File: config.mk
export PLATFORM = sky130hd
export DESIGN_NAME = seg_scan_scheduler
export DESIGN_NICKNAME = d
export VERILOG_FILES = /design/src/rtl/seg_pkg.sv /design/src/rtl/seg_decode.sv /design/src/rtl/seg_scan_scheduler.sv
export SDC_FILE = /design/constraint.sdc
export NUM_CORES = 1
export LEC_CHECK = 0
export ABC_AREA = 1
export BUFFER_PORTS_ARGS = -buffer_cell sky130_fd_sc_hd__buf_2
export CORE_MARGIN = 10
export CORE_UTILIZATION = 30
export DETAILED_ROUTE_END_ITERATION = 10
export PLACE_DENSITY = 0.49
export SLEW_MARGIN = 20
export SYNTH_ARGS = -nofsm -noshare
export SYNTH_HDL_FRONTEND = slang
export SYNTH_SLANG_ARGS = --single-unit
File: constraint.sdc
create_clock -name clk -period 4.2 [get_ports clk]
set_input_delay 0.21 -clock clk [delete_from_list [all_inputs] [get_ports clk]]
set_output_delay 0.21 -clock clk [all_outputs]
set_load 0.01 [all_outputs]
File: src/rtl/seg_pkg.sv
// Shared constants for the seven-segment scan path: active-low glyph table,
// blank patterns and the per-slot phase type.
package seg_pkg;

    localparam logic [6:0] SEG_BLANK = 7'h7F;
    localparam logic [3:0] AN_OFF    = 4'hF;

    // Cathodes {g,f,e,d,c,b,a}, active-low; codes A-F render as hex glyphs.
    localparam logic [6:0] SEG_LUT [16] = '{
        7'h40, 7'h79, 7'h24, 7'h30, 7'h19, 7'h12, 7'h02, 7'h78,
        7'h00, 7'h10, 7'h08, 7'h03, 7'h46, 7'h21, 7'h06, 7'h0E
    };

    typedef enum logic {
        SLOT_BLANK = 1'b0,
        SLOT_SHOW  = 1'b1
    } slot_phase_t;

    function automatic logic [3:0] anodeSel(input logic [1:0] d);
        return ~(4'b0001 << d);
    endfunction

endpackage

File: src/rtl/seg_decode.sv
// Combinational 4-bit code to active-low seven-segment cathode pattern.
module seg_decode
    import seg_pkg::*;
(
    input  logic [3:0] code,
    output logic [6:0] seg
);

    assign seg = SEG_LUT[code];

endmodule

File: src/rtl/seg_scan_scheduler.sv
// Four-digit multiplexed display scanner with blanking interval, leading-zero
// suppression and frame-aligned commit of newly loaded values.
module seg_scan_scheduler
    import seg_pkg::*;
#(
    parameter int TICK_DIV  = 50000,
    parameter int BLANK_CYC = 64
) (
    input  logic        clk,
    input  logic        rst_n,
    input  logic [15:0] bcd_in,
    input  logic [3:0]  dp_in,
    input  logic        load,
    input  logic        blank_lz,
    output logic        load_ack,
    output logic        frame_tick,
    output logic [6:0]  seg_out,
    output logic        dp_out,
    output logic [3:0]  an_out
);

    localparam int CW = (TICK_DIV > 2) ? $clog2(TICK_DIV) : 1;

    logic [CW-1:0] cnt;
    logic [1:0]    dig;
    logic [15:0]   activeBcd;
    logic [3:0]    activeDp;
    logic [15:0]   pendBcd;
    logic [3:0]    pendDp;
    logic          pendV;

    logic          slotEnd;
    logic          frameEnd;
    slot_phase_t   phase;
    logic [3:0]    curCode;
    logic [6:0]    decodedSeg;
    logic [3:0]    lzBlank;

    assign slotEnd  = (cnt == CW'(TICK_DIV - 1));
    assign frameEnd = slotEnd && (dig == 2'd3);
    assign phase    = ((BLANK_CYC != 0) && (cnt < CW'(BLANK_CYC))) ? SLOT_BLANK : SLOT_SHOW;
    assign curCode  = activeBcd[{dig, 2'b00} +: 4];

    // Digit k is suppressed only when it and every more significant digit are zero.
    assign lzBlank[0] = 1'b0;
    generate
        for (genvar gi = 1; gi < 4; gi++) begin : g_lz
            assign lzBlank[gi] = blank_lz && (activeBcd[15:gi*4] == '0);
        end
    endgenerate

    seg_decode u_decode (
        .code (curCode),
        .seg  (decodedSeg)
    );

    always_ff @(posedge clk or negedge rst_n) begin
        if (!rst_n) begin
            cnt        <= '0;
            dig        <= '0;
            activeBcd  <= '0;
            activeDp   <= '0;
            pendBcd    <= '0;
            pendDp     <= '0;
            pendV      <= 1'b0;
            load_ack   <= 1'b0;
            frame_tick <= 1'b0;
            seg_out    <= SEG_BLANK;
            dp_out     <= 1'b1;
            an_out     <= AN_OFF;
        end else begin
            cnt <= slotEnd ? '0 : cnt + CW'(1);
            if (slotEnd) begin
                dig <= dig + 2'd1;
            end

            // A load on the boundary cycle skips pending so it appears next frame.
            if (frameEnd) begin
                if (load) begin
                    activeBcd <= bcd_in;
                    activeDp  <= dp_in;
                end else if (pendV) begin
                    activeBcd <= pendBcd;
                    activeDp  <= pendDp;
                end
                pendV <= 1'b0;
            end else if (load) begin
                pendBcd <= bcd_in;
                pendDp  <= dp_in;
                pendV   <= 1'b1;
            end

            load_ack   <= frameEnd && (load || pendV);
            frame_tick <= frameEnd;

            if (phase == SLOT_BLANK) begin
                an_out  <= AN_OFF;
                seg_out <= SEG_BLANK;
                dp_out  <= 1'b1;
            end else begin
                an_out  <= anodeSel(dig);
                seg_out <= lzBlank[dig] ? SEG_BLANK : decodedSeg;
                dp_out  <= ~activeDp[dig];
            end
        end
    end

endmodule

# Word-level counts from Yosys, hierarchy flattened
# Memories as Yosys holds them, arrays and structs flattened.
# Index checks and enable logic that the tools add are counted.
# op_classes
n_addsub	2
magnitude_cmp	3
eq_ne	2
n_shift	2
n_mux	17
n_bitwise	4
n_reduce_logical	13
# ops
cell	count
2-to-1 mux 16 bit	3
2-to-1 mux 7 bit	4
adder 16 x 1 -> 16 bit, second input constant	1
equality test 16 bit, second input constant	1
less-than comparator 16 x 7 -> 1 bit, second input constant	1
indexed part select 16 x 5 -> 4 bit	1
zero test 12 bit	1
2-to-1 mux 4 bit	3
zero test 8 bit	1
greater-or-equal comparator 5 bit, second input constant	1
logical AND 1 bit	5
2-to-1 mux 1 bit	5
NOT 4 -> 5 bit	1
binary-select mux 1 bit (select 2 bit)	2
zero test 4 bit	1
NOT 4 bit	1
AND reduction 2 bit	2
nonzero test 2 bit	2
left shift 1 x 2 -> 4 bit, first input constant	1
less-than comparator 2 x 3 -> 1 bit, second input constant	1
adder 2 x 1 -> 2 bit, second input constant	1
equality test 2 bit, second input constant	1
NOT 1 bit	2
logical OR 1 bit	1
# totals
reg_bits	73
mem_bits_ro	112
in_bits	24
output_inout_bits	14
elab_cells	56
n_memories	1
# mem_list
memory	words	width	rd	rd_ports_with_merged_regs	wr	line_no	text
(no name shown)	16	7	1	0	0	seg_decode.sv:9	assign seg = SEG_LUT[code];

# Longest topological paths before layout
# Gate-level depths: netlist of the first run.
# logic_depth
word_depth	7
mapped_depth	13
depth_no_buf	12

# By module
# From an unflattened synthesis of the first run, not the netlist that was laid out.
# hier_totals
hier_cells	513
area_unflattened_um2	3911.3
# by_module_without_submodules
mod	n_inst	cells_each	area_per_inst_um2
seg_scan_scheduler	1	464	3637.2
seg_decode	1	49	274.0

# Least setup slack after synthesis of the first run
# Ideal clock, no wire load.
# synth_timing
kind	reg-to-reg
from	register dig[1]
to	register seg_out[3]
arrival_ns	1.445
required_time_ns	4.109
path_slack_ns	2.664
path_stages_with_launch	11
synth_period_minus_slack_ns	1.536
cell_sequence	dfrtp_1 buf_2 inv_2 nand3_1 nand2_1 inv_1 ha_1 nand3_1 nand2_1 nand2_1 nand3_1
# synth_between
elab_chain_cells	7
word_cells_on_any_way	9
cone_classes	shift (1); mux (6); bitwise (1); memory (1)
# synth_lines
element	line_no	text
from (decl)	seg_scan_scheduler.sv:25	logic [1:0] dig;
from (signal assigned)	seg_scan_scheduler.sv:74	dig <= dig + 2'd1;
indexed part select 16 x 5 -> 4 bit	seg_scan_scheduler.sv:42	assign curCode = activeBcd[{dig, 2'b00} +: 4];
NOT 4 -> 5 bit (implied by the code)	seg_decode.sv:9	
memory (16 x 7 bit)	n/a	
2-to-1 mux 7 bit (implied by the code) (2 in a row)	seg_decode.sv:9	
2-to-1 mux 7 bit (*)	seg_scan_scheduler.sv:102	seg_out <= lzBlank[dig] ? SEG_BLANK : decodedSeg;
2-to-1 mux 7 bit (*)	seg_scan_scheduler.sv:96	if (phase == SLOT_BLANK) begin
to (signal assigned)	seg_scan_scheduler.sv:102	
to (decl)	seg_scan_scheduler.sv:17	output logic [6:0] seg_out,
# Every way passes the cells marked *; elsewhere a longest branch is shown, timed or not. The select of a mux whose other input is x is not followed.
# A chain may end at the register's enable or synchronous reset.

# Worst setup path after layout of the first run
# layout_timing
from	register dig[0]
to	register pendBcd[13]
# layout_between
elab_chain_cells	4
# layout_lines
element	line_no	text
equality test 2 bit	seg_scan_scheduler.sv:40	assign frameEnd = slotEnd && (dig == 2'd3);
logical AND 1 bit	seg_scan_scheduler.sv:40	
NOT 1 bit (no source line)	n/a	
AND reduction 2 bit (no source line)	n/a	
to (signal assigned)	seg_scan_scheduler.sv:88	pendBcd <= bcd_in;
to (decl)	seg_scan_scheduler.sv:28	logic [15:0] pendBcd;
# Every way passes these cells.

==> key figures, run 1 <==
Timing
  • Final setup viols: 0
  • Setup TNS: 0 ns
  • Slew Limit Fails: 0
  • RSZ-0062 raised after global routing: false
  • Final count of hold timing violations: 0
  • Max_slew headroom: 0.392
  • Worst-Margin Slew: 0.913 ns
  • Final worst-path cycle share: 0.522
  • Clock skew: 0.00684 ns
  • Min Tclk post-route: 2.19 ns
  • FMAX: between 400 and 500 MHz

Finish
  • Diode count: 0
  • Area grow syn2layout: 15.6%
  • Area of the multi-input gates: 1740 um^2
  • Sequential cell area: ~1800 um^2
  • NumNets Final: 544
  • Post-Layout Cell Count: approximately 690
  • Share of cells above drive strength 1: 0.198
  • Number of fill cells: 1,311

Yosys
  • Commonest cells post-synth: nand2_1 (182), dfrtp_1 (61), nand3_1 (60)
  • Synth Register Bits: 73
  • Synth warn: 0
  • Netlist Area Pre-Place: between 3000 and 4000 um^2
  • Syn Area/Cell: around 8.0 um^2
  • Synth area leaders: dfrtp_1 (40%), nand2_1 (18%), dfstp_2 (8.2%)
  • Ys flop type: dfrtp_1
  • Most common cell in the netlist: nand2_1
  • Syn nets: 512
  • Seq/Total Area, Yosys: 0.480
  • Yosys top cell by area: dfrtp_1
  • Async S/R FF share, synth: 1.00
  • Yosys top cell area share: 0.398
  • Unique masters post-synth: 28
  • EDFF count, synth: 0
  • Cells after Synth: between 400 and 500

Setup path
  • WP buf/inv: 0
  • WP data required: approximately 4.5 ns
  • Max stage delay on crit path: 0.63 ns
  • Worst Path Arrival: approximately 2.5 ns
  • Crit end category: flop
  • Crit-path cells: ha_1 > nand3_4 > nand2_1 > nand2_1 > nand2_1
  • Top Family by Delay on Critical Path: simple AND/OR/NAND/NOR gates
  • Critical path's most frequent cell: nand2_1
  • Kind of critical path: flop to flop
  • Slowest library cell on the worst path: dfrtp_1
  • Flop-to-flop setup slack: roughly 2 ns
  • Crit path max fanout: 24
  • CP startpoint kind: flop

Min path
  • Worst hold-check path type: input pin to asynchronous set/reset pin

CTS
  • Clock latency on the worst-skew pair: ~0.33 ns
  • CTS clk-pin slew, worst paths: 0.06 ns
  • Root Buffer: clkbuf_16
  • Hold_buf cts: 0
  • CTS tree: done
  • Setup Fix Bufs, Post-CTS: 0
  • Number of H-tree levels: 3
  • Total CTS buffers: 9
  • Clock sink total: 73
  • CTS max path bufs: 2
  • Post-cts gate resize count: 0

Place
  • Placed Cells: 670
  • Dpl hpwl: 5990 um
  • Port Buffers: 37
  • Placer Congestion: around 0.82

Detailed routing
  • Routed WL: roughly 8500 um
  • DRC: 0
  • WL/cell: between 10 and 15 um
  • Vias per cell: roughly 4.4
  • Final ANT Viol Nets: 0
  • Vias: ~3,000
  • First-pass DRT Iterations: 4
  • DRT iter0 DRCs: between 150 and 200

Floorplanning
  • Core Area: between 10,000 and 15,000 um^2
  • Num rows: about 40
  • # IOs: 38
  • Die area: around 18,000 um^2
  • Die X-Extent: approximately 130 um
  • DIE HEIGHT: approximately 130 um
  • Initial core utilization: 0.305

Outcome
  • Status: completed

Power and ir drop
  • Peak VDD IR: around 0.00023 V
  • Leakage power: 2.23 nW
  • Pwr per Cell Area: ~360 nW/um^2
  • Pwr Total: roughly 1.6 mW

Global route
  • Vias in the first global route: about 3,000
  • Largest net degree at the start of global routing: 74
  • First-pass GRT wire length: 14,800 um
  • Gr ovfl total: 0
  • Antenna violations before repair: 0
  • All-layer global routing usage: 0.100

Run
  • Max-Cap Viols: 0
-- cells by family after synthesis --
| logic type | synth area share |
|---|---|
| AO/OA/AOI/OAI | 0.0134 |
| XOR/XNOR | 0.0160 |
| adder cells (fa/ha/maj) | 0.0359 |
| buffers and inverters | 0.0656 |
| flip-flops | 0.480 |
| multiplexers | 0.0587 |
| AND/OR/NAND/NOR | 0.330 |
-- cell usage in the layout, fill, tap and decap left out, types with 2 or more instances in the layout --
cell type  netlist  final
o21ai_0          4      4
buf_2            8     36
nor3_1           3      3
xor2_1           7      7
nand2_2          4      4
ha_1            11     11
inv_1           34     34
nand3_1         60     60
nor2_4           3      3
dfrtp_1         61     61
mux2_2          20     20
inv_2            5      5
nor2_2           2      2
nor2_1          43     43
o21bai_1         2      2
clkbuf_16        0      9
nand2_1        182    182
dfstp_2         12     12
clkinv_2         1      4
-- through the flow --
stage / util / setup WS [ns] / area (um^2) / hold slack, ns
floorplan: - / 2.66 / 3840 / -0.0856
global placement: 0.329 / 2.03 / 4140 / 0.411
detailed placement: 0.329 / 1.96 / 4140 / 0.415
CTS: 0.353 / 1.98 / 4430 / 0.0596
global route: 0.353 / 1.79 / 4430 / 0.0853
finish: 0.353 / 2.01 / 4430 / 0.0110
-- power breakdown --
part           switching [mW]  internal, mW  total, mW
clock                   0.303         0.459      0.762
combinational          0.0630        0.0442      0.107
sequential             0.0140         0.728      0.742
-- layer usage --
| metal | part of all wire | track usage |
|---|---|---|
| met1 | 0.53 | 0.143 |
| met2 | 0.42 | 0.141 |
| met3 | 0.043 | 0.0360 |
| met4 | 0.0096 | 0.0208 |
| met5 | 0 | 0 |
-- state kept, by name, indices dropped and copies added (netlist names) --
name,count
pendDp,4
an_out,4
dig,2
load_ack,1
pendBcd,16
cnt,16
dp_out,1
activeDp,4
activeBcd,16
pendV,1
frame_tick,1
seg_out,7
-- path summary, 6_finish.rpt --
kind | from | end | cells past startpoint
min | rst_n | cnt[13]$_DFF_PN0_ | 1
min reg2reg | cnt[0]$_DFF_PN0_ | cnt[0]$_DFF_PN0_ | 1
max | dig[0]$_DFFE_PN0N_ | pendBcd[13]$_DFFE_PN0P_ | 5
max in group asynchronous | rst_n | activeBcd[4]$_DFFE_PN0P_ | 1
min in group clk | dp_in[1] | pendDp[1]$_DFFE_PN0P_ | 3
max reg2reg | dig[0]$_DFFE_PN0N_ | pendBcd[13]$_DFFE_PN0P_ | 5
-- area by class of cell --
| cell class | count | area share |
|---|---|---|
| well taps | 172 | 0.0485 |
| flip-flops and latches | 73 | 0.415 |
| repair buffers | 37 | 0.0423 |
| inverters | 40 | 0.0341 |
| multi-input cells | 348 | 0.393 |
| clock buffers | 9 | 0.0508 |
| clock inverters | 7 | 0.0158 |
No activity file was read; power rests on OpenSTA's default activity.
==> run 2: changes to the inputs <==
==> constraint.sdc (replaced) <==
create_clock -name clk -period 2.15 [get_ports clk]
set_input_delay 0.1075 -clock clk [delete_from_list [all_inputs] [get_ports clk]]
set_output_delay 0.1075 -clock clk [all_outputs]
set_load 0.01 [all_outputs]
==> run 2 against run 1 <==
Net effect: via count is 0.47% higher; highest routed layer unchanged; wire length is 2.8% higher; critical path type unchanged; worst setup slack worse by 1.6 ns; largest power group unchanged; largest cell class unchanged.
==> key figures, run 2 (synthesized netlist as in run 1, its figures left out) <==
Outcome
  • Status: completed

Floorplanning
  • Die area: 17,700 um^2 (unchanged)
  • Num rows: 41 (unchanged)
  • DIE HEIGHT: 133 um (unchanged)
  • # IOs: 38 (unchanged)
  • Initial core utilization: 0.305 (unchanged)
  • Die X-Extent: 133 um (unchanged)
  • Core Area: 12,600 um^2 (unchanged)

Detailed routing
  • DRC: 0 (unchanged)
  • Routed WL: 8720 um (+2.8%)
  • WL/cell: 12.6 um (+1.6%)
  • First-pass DRT Iterations: 5 (+1)
  • Vias per cell: 4.33 (-0.69%)
  • DRT iter0 DRCs: 153 (-22%)
  • Final ANT Viol Nets: 0 (unchanged)
  • Vias: 3,003 (+0.47%)

CTS
  • Number of H-tree levels: 3 (unchanged)
  • Total CTS buffers: 9 (unchanged)
  • Clock latency on the worst-skew pair: 0.34 ns (about the same)
  • Root Buffer: clkbuf_16
  • CTS max path bufs: 2 (unchanged)
  • CTS tree: done
  • Post-cts gate resize count: 0 (unchanged)
  • Setup Fix Bufs, Post-CTS: 0 (unchanged)
  • CTS clk-pin slew, worst paths: 0.06 ns (about the same)
  • Clock sink total: 73 (unchanged)

Timing
  • RSZ-0062 raised after global routing: false
  • Slew Limit Fails: 0 (unchanged)
  • Final count of hold timing violations: 0 (unchanged)
  • FMAX: 570 MHz (+25%)
  • Final setup viols: 0 (unchanged)
  • Clock skew: 0.00758 ns (+0.000744 ns)
  • Min Tclk post-route: 1.75 ns (-0.440 ns)
  • Max_slew headroom: 0.684 (+0.292)
  • Setup TNS: 0 ns (unchanged)
  • Final worst-path cycle share: 0.816 (+0.293)
  • Worst-Margin Slew: 0.474 ns (-0.439 ns)

Min path
  • Worst hold-check path type: input pin to flop

Finish
  • Commonest non-fill, non-tap cells in the layout: nand2_1 (182), dfrtp_1 (61), nand3_1 (60)
  • Post-Route Utilization: 0.362 (+0.00886)
  • Share of cells above drive strength 1: 0.207 (+0.00845)
  • Diode count: 0 (unchanged)
  • Biggest regs: activeBcd (16), cnt (16), pendBcd (16)
  • Area grow syn2layout: 18.5%
  • NumNets Final: 552 (+1.5%)
  • Commonest non-fill, non-tap cell in the layout: nand2_1

Setup path
  • Crit end category: flop
  • CP startpoint kind: flop
  • WP data required: 2.42 ns (-2.05 ns)
  • Kind of critical path: flop to flop
  • Crit path max fanout: 21 (-13%)
  • Worst Path Arrival: 2.03 ns (-0.44 ns)

Global route
  • Gr ovfl total: 0 (unchanged)
  • Largest net degree at the start of global routing: 74 (unchanged)
  • Antenna violations before repair: 0 (unchanged)
  • First-pass GRT wire length: 15,200 um (+2.8%)
  • All-layer global routing usage: 0.104 (+0.00371)
  • Vias in the first global route: 3,056 (+2.0%)

Power and ir drop
  • Leakage power: 2.28 nW (+2.3%)
  • Peak VDD IR: 0.000326 V (+42%)
  • Pwr per Cell Area: 730 nW/um^2 (+100%)

Run
  • Max-Cap Viols: 0 (unchanged)

Place
  • Dpl hpwl: 6070 um (+1.4%)
  • Placer Congestion: 0.860 (+5.1%)
  • Port Buffers: 37 (unchanged)
run 2: worst paths after layout:
path | cells after the start | slack (ns) | to | startpoint
worst min register to register | 2 | 0.47 | pendBcd[8]$_DFFE_PN0P_ | pendBcd[8]$_DFFE_PN0P_
worst min-delay path | 3 | 0.02 | pendBcd[4]$_DFFE_PN0P_ | bcd_in[4]
max in group asynchronous | 3 | 1.49 | seg_out[0]$_DFF_PN1_ | rst_n
worst max register to register | 9 | 0.40 | activeBcd[11]$_DFFE_PN0P_ | cnt[0]$_DFF_PN0_
worst max-delay path | 9 | 0.40 | activeBcd[11]$_DFFE_PN0P_ | cnt[0]$_DFF_PN0_
min in group asynchronous | 3 | 0.34 | cnt[11]$_DFF_PN0_ | rst_n
run 2: critical path, stage by stage (launching register included):
cell     delay, ns
dfrtp_1       0.37
ha_1          0.18
nand2_1       0.09
inv_2         0.06
nand2_1       0.11
nor2_4        0.16
nand3_4       0.12
nor2_4        0.39
nand2_1       0.13
nand2_1       0.08
run 2: through the flow:
step | hold slack [ns] | area, um^2 | instances | power (mW) | setup slack (ns)
finish | 0.0163 | 4550 | 694 | 3.32 | 0.396
global route | 0.0151 | 4550 | 694 | 3.46 | 0.176
CTS | 0.00467 | 4550 | 694 | 3.37 | 0.387
detailed placement | 0.165 | 4200 | 677 | 1.70 | 0.406
global placement | 0.158 | 4200 | 677 | 1.69 | 0.412
floorplan | -0.188 | 3840 | 477 | 1.60 | 0.614
run 2: power breakdown:
group / internal, mW / switching (mW)
registers: 1.42 / 0.0266
logic: 0.0948 / 0.126
clock network: 1.08 / 0.570
total: 2.60 / 0.722
run 2: per-layer routing:
| metal | GRT usage | vias up | routed length (um) |
|---|---|---|---|
| met3 | 0.0356 | 10 | 402 |
| met4 | 0.0385 | 0 | 124 |
| met2 | 0.153 | 60 | 3720 |
| met1 | 0.138 | 1361 | 4460 |
| li1 | - | 1572 | - |
| met5 | 0 | - | 0 |
run 2: layout make-up:
type / count / area [um^2]
Fill cell: 1319 / 8020
Sequential cell: 73 / 1840
Timing Repair Buffer: 45 / 263
Clock inverter: 4 / 75.1
Clock buffer: 12 / 256
Inverter: 40 / 151
Multi-Input combinational cell: 348 / 1740
Tap cell: 172 / 215
run 2: timing repair:
action / CTS / global route
hold buffers: 1 / 0
endpoints found under the hold margin: 61 / 0
endpoints found under the setup margin: 0 / 0
